$ cat src/rtl/uart_alu_if.sv
// ----------------------------------------------------------------------------
// uart_alu_if
//
// Sequencer that sits between the UART receiver/transmitter and the
// combinational ALU. It collects three received bytes (operand A, operand B,
// opcode) and drives them to the ALU. It then captures the ALU result and
// hands that result to the UART transmitter as a single byte. Unsupported
// opcodes are rejected with a one-cycle error pulse.
//
// Ports:
//   i_clk        system clock
//   i_reset      synchronous reset, active-high
//   i_rx_done    one-cycle pulse from UART rx, i_rx_data valid
//   i_rx_data    received byte
//   i_tx_done    one-cycle pulse from UART tx, stop bit finished
//   i_alu_result combinational ALU output
//   o_data_a     operand A to ALU
//   o_data_b     operand B to ALU
//   o_op_code    opcode to ALU (low NB_CODE bits of the opcode byte)
//   o_tx_start   one-cycle pulse to UART tx
//   o_tx_data    byte to transmit, stable from o_tx_start until i_tx_done
//   o_busy       high while executing, sending or waiting for the transmitter
//   o_err        one-cycle pulse on an invalid opcode
// ----------------------------------------------------------------------------
module uart_alu_if #(
  parameter int NB_DATA  = 8,
  parameter int NB_CODE  = 6,
  parameter int NB_STATE = 4
) (
  input  logic               i_clk,
  input  logic               i_reset,
  input  logic               i_rx_done,
  input  logic [NB_DATA-1:0] i_rx_data,
  input  logic               i_tx_done,
  input  logic [NB_DATA-1:0] i_alu_result,
  output logic [NB_DATA-1:0] o_data_a,
  output logic [NB_DATA-1:0] o_data_b,
  output logic [NB_CODE-1:0] o_op_code,
  output logic               o_tx_start,
  output logic [NB_DATA-1:0] o_tx_data,
  output logic               o_busy,
  output logic               o_err
);

  typedef enum logic [NB_STATE-1:0] {
    ST_WAIT_A  = NB_STATE'(0),
    ST_WAIT_B  = NB_STATE'(1),
    ST_WAIT_OP = NB_STATE'(2),
    ST_EXEC    = NB_STATE'(3),
    ST_SEND    = NB_STATE'(4),
    ST_WAIT_TX = NB_STATE'(5)
  } state_t;

  localparam logic [NB_CODE-1:0] OP_ADD = NB_CODE'(6'b100000);
  localparam logic [NB_CODE-1:0] OP_SUB = NB_CODE'(6'b100010);
  localparam logic [NB_CODE-1:0] OP_AND = NB_CODE'(6'b100100);
  localparam logic [NB_CODE-1:0] OP_OR  = NB_CODE'(6'b100101);
  localparam logic [NB_CODE-1:0] OP_XOR = NB_CODE'(6'b100110);
  localparam logic [NB_CODE-1:0] OP_NOR = NB_CODE'(6'b100111);
  localparam logic [NB_CODE-1:0] OP_SRA = NB_CODE'(6'b000011);
  localparam logic [NB_CODE-1:0] OP_SRL = NB_CODE'(6'b000010);

  state_t state;

  function automatic logic is_valid_op(input logic [NB_CODE-1:0] op);
    case (op)
      OP_ADD, OP_SUB, OP_AND, OP_OR,
      OP_XOR, OP_NOR, OP_SRA, OP_SRL: return 1'b1;
      default:                        return 1'b0;
    endcase
  endfunction

  // NOTE: every register here, including the operand/result data, is cleared
  // by reset. The data registers feed the ALU directly, so a known value
  // avoids propagating X into the result path.
  always_ff @(posedge i_clk) begin
    if (i_reset) begin
      state      <= ST_WAIT_A;
      o_data_a   <= '0;
      o_data_b   <= '0;
      o_op_code  <= '0;
      o_tx_data  <= '0;
      o_tx_start <= 1'b0;
      o_busy     <= 1'b0;
      o_err      <= 1'b0;
    end else begin
      // NOTE: non-blocking assignments throughout. The pulse outputs default
      // low here and are only raised by the one branch that needs them.
      o_tx_start <= 1'b0;
      o_err      <= 1'b0;

      case (state)
        ST_WAIT_A: begin
          if (i_rx_done) begin
            o_data_a <= i_rx_data;
            state    <= ST_WAIT_B;
          end
        end

        ST_WAIT_B: begin
          if (i_rx_done) begin
            o_data_b <= i_rx_data;
            state    <= ST_WAIT_OP;
          end
        end

        ST_WAIT_OP: begin
          if (i_rx_done) begin
            o_op_code <= i_rx_data[NB_CODE-1:0];
            if (is_valid_op(i_rx_data[NB_CODE-1:0])) begin
              o_busy <= 1'b1;
              state  <= ST_EXEC;
            end else begin
              o_err <= 1'b1;
              state <= ST_WAIT_A;
            end
          end
        end

        // The opcode register updated on entry, so the ALU has had a full
        // cycle to settle. Raising tx_start here makes it visible exactly in
        // the SEND cycle.
        ST_EXEC: begin
          o_tx_data  <= i_alu_result;
          o_tx_start <= 1'b1;
          state      <= ST_SEND;
        end

        ST_SEND: begin
          state <= ST_WAIT_TX;
        end

        // A byte that arrives here (even in the same cycle as tx_done) is
        // dropped, so the next frame always starts clean in WAIT_A.
        ST_WAIT_TX: begin
          if (i_tx_done) begin
            o_busy <= 1'b0;
            state  <= ST_WAIT_A;
          end
        end

        default: begin
          o_busy <= 1'b0;
          state  <= ST_WAIT_A;
        end
      endcase
    end
  end

endmodule

$ cat config.mk
export PLATFORM = sky130hd
export DESIGN_NAME = uart_alu_if
export DESIGN_NICKNAME = d
export VERILOG_FILES = /design/src/rtl/uart_alu_if.sv
export SDC_FILE = /design/constraint.sdc
export NUM_CORES = 1
export LEC_CHECK = 0
export CORE_ASPECT_RATIO = 0.7
export CORE_MARGIN = 5
export CORE_UTILIZATION = 43
export DETAILED_ROUTE_END_ITERATION = 6
export GPL_ROUTABILITY_DRIVEN = 0
export PLACE_DENSITY = 0.78
export SLEW_MARGIN = 20
export SYNTH_ARGS = -nofsm -noshare
export SYNTH_HDL_FRONTEND = slang
export SYNTH_SLANG_ARGS = --single-unit
$ cat constraint.sdc
create_clock -name i_clk -period 1.67 [get_ports i_clk]
set_input_delay 0.4175 -clock i_clk [delete_from_list [all_inputs] [get_ports i_clk]]
set_output_delay 0.4175 -clock i_clk [all_outputs]
set_load 0.1 [all_outputs]
==> summary.md <==
| Metric | Value |
|---|---|
| Final Slew Violations | `0` |
| Fin cells | `between 200 and 250` |
| RSZ-0062 raised after global routing | `false` |
| Final setup vio count | `0` |
| TritonCTS Sinks | `36` |
| Power per Cell Area | `912 nW/um^2` |
| Core ar. | `between 3000 and 4000 um^2` |
| Synth warnings | `0` |
| Crit Path Max Fanout | `3` |
| Layout cells sized above 1 | `0.271` |
| Ys async rst share | `0` |
| Register area share after synthesis | `0.507` |
| Row count | `17` |
| Die Wd | `78.7 um` |
| Critical-path cell list | `clkdlybuf4s50_1 > nand2b_1 > a22oi_1 > or3_1 > a211oi_2` |
| Routed vias/inst | `5.18` |
| Clock skew | `around 0.0032 ns` |
| DIE AREA | `approximately 4600 um^2` |
| Mean Syn Cell Area | `9.73 um^2` |
| Cells after Synth | `146` |
| Final instance area | `2430 um^2` |
| Clock transition at the registers of the reported paths | `0.07 ns` |
| DP Wirelength | `3080 um` |
| 1st-pass router iterations | `4` |
| Top_reg_cell synth | `dfxtp_1` |
| Post-route ant nets | `0` |
| CTS tree | `yes` |
| Clk root buf | `clkbuf_8` |
| Crit path DAT | `1.72 ns` |
| Largest net degree at the start of global routing | `26` |
| Max-cap violations | `0` |
| Max-slew headroom | `0.729` |
| Routed wire length | `4030 um` |
| Hold_buf cts | `0` |
| # diodes | `0` |
| Post-Syn Nets | `between 150 and 200` |
| WL per Instance | `16.4 um` |
| Critical Path RT | `1.88 ns` |
| Mapped cell area | `1420 um^2` |
| # placed instances | `237` |
| Crit start category | `input pin` |
| Leak Pwr | `0.978 nW` |
| GR Overflow Total | `0` |
| Final worst-path cycle share | `0.903` |
| Total track usage | `0.192` |
| Worst-skew pair later-pin latency | `0.29 ns` |
| First-pass GRT wire length | `approximately 6600 um` |
| DR DRC count | `0` |
| Setup crit end kind | `flop` |
| Vias | `1268` |
| Tot Pwr | `0.00221 W` |
| Initial DRC count | `61` |
| Final #Nets | `approximately 230` |
| Post-synth EDFFs | `0` |
| Max Fclk | `approximately 0.66 GHz` |
| Post-CTS Repair Setup Buffers | `0` |
| Largest delay contributor family on the critical path | `buffers and inverters` |
| Fill count | `about 190` |
| Die Y | `roughly 58 um` |
| Vias in the first global route | `1330` |
| I/O Buffers | `52` |
| TritonCTS Buffers | `5` |
| Number of H-tree levels | `2` |
| Antenna violations before repair | `0` |
| Worst hold path type | `flop to flop` |
| Top-Level Pins | `53` |
| Crit-path max cell delay | `0.49 ns` |
| Placed cell areas | `2330 um^2` |
| Max clock buf depth | `2` |
| Worst-Margin Slew | `0.406 ns` |
| Yosys reg bits | `36` |
| Final Hold Fails | `0` |
| Status | `finished clean` |
| Area Overhead vs Synth | `70.9%` |
| Post-synthesis cell type count | `30` |
| Slowest CP cell | `clkdlybuf4s50_1` |
| Fin crit period | `1.51 ns` |
| Worst hold-check slack | `0.500 ns` |
| WS Path Type | `input pin to flop` |
| Worst vdd ir | `0.000641 V` |
| Crit path buffers/inverters | `1` |
| Starting density of the core | `0.448` |
[metal layers]
metal,part of all wire,routed length [um],global-route usage,vias to the layer above
met3,0.062,250,0.0683,8
met2,0.53,2130,0.326,51
met1,0.39,1590,0.217,602
met5,0,0,0,-
li1,-,-,-,607
met4,0.014,58,0.0898,0
[metrics by stage]
step | worst slack [ns] | setup TNS, ns | utilization
6_report | 0.162 | 0 | 0.766
5_1_grt | 0.0887 | 0 | 0.766
4_1_cts | 0.0401 | 0 | 0.764
3_5_place_dp | -0.139 | -2.21 | 0.736
3_3_place_gp | -0.127 | -1.18 | 0.736
2_1_floorplan | 0.229 | 0 | -
[cells in the final DEF, fill, tap and decap left out, types with 6 or more instances in the layout]
cell type / netlist / layout
buf_12: 1 / 35
a21oi_1: 10 / 10
mux2i_1: 22 / 22
clkbuf_8: 3 / 6
nand2_1: 19 / 19
clkdlybuf4s50_1: 0 / 19
nor2_1: 27 / 27
dfxtp_1: 36 / 36
buf_4: 1 / 8
[cell type report]
type / count / area [um^2] / area share
flip-flops and latches: 36 / 721 / 0.297
repair buffers: 62 / 951 / 0.392
clock buffers: 8 / 90.1 / 0.0371
inverters: 2 / 7.51 / 0.00309
multi-input cells: 99 / 611 / 0.252
well taps: 38 / 47.5 / 0.0196
[flip-flops by register name (all words and copies together) (netlist names)]
register / cells
o_err: 1
o_tx_data: 8
state: 3
o_tx_start: 1
o_data_a: 8
o_busy: 1
o_op_code: 6
o_data_b: 8
[cells in the mapped netlist, types with 2 or more instances]
library cell / count / area share
mux2i_1: 22 / 0.16
inv_1: 2 / 0.0053
clkbuf_1: 2 / 0.0053
clkbuf_8: 3 / 0.029
dfxtp_1: 36 / 0.51
o21ai_0: 2 / 0.0070
nand2_1: 19 / 0.050
nor2_1: 27 / 0.071
a21oi_1: 10 / 0.035
nand3_1: 2 / 0.0070
nand2b_1: 2 / 0.0088
[repair_timing]
| action | 4_1_cts | 5_1_grt |
|---|---|---|
| setup endpoints to repair | 0 | 7 |
| gates resized for setup | 0 | 1 |
| hold endpoints to repair | 0 | 0 |
[path summary, 6_finish.rpt]
check / cells after the start / start / end / slack (ns)
max: 5 / i_rx_data[2] / o_busy / 0.16
min: 2 / o_data_a[5] / o_data_a[5] / 0.50
max reg2reg: 3 / state[0] / o_tx_data[3] / 0.27
min reg2reg: 2 / o_data_a[5] / o_data_a[5] / 0.50
[logic make-up (layout without fill, tap and decap cells)]
logic type | after synthesis | count (layout) | synth area share
AO/OA/AOI/OAI | 17 | 17 | 0.0723
multiplexers | 22 | 22 | 0.155
buffers and inverters | 11 | 72 | 0.0661
AND/OR/NAND/NOR | 59 | 59 | 0.193
flip-flops | 36 | 36 | 0.507
XOR/XNOR | 1 | 1 | 0.00617
[power breakdown]
group	switching, W	internal, W	leakage [nW]	total, W
combinational	0.000381	0.000245	0.640	0.000626
clock	0.000297	0.000336	0.0455	0.000633
sequential	0.0000553	0.000900	0.292	0.000955
total	0.000733	0.00148	0.978	0.00221
[worst min-delay path, cell delays in order, from the launching register on]
cell	delay, ns
dfxtp_1	0.34
nand2_1	0.06
a21oi_1	0.05
Power figures use the tool's default switching activity.
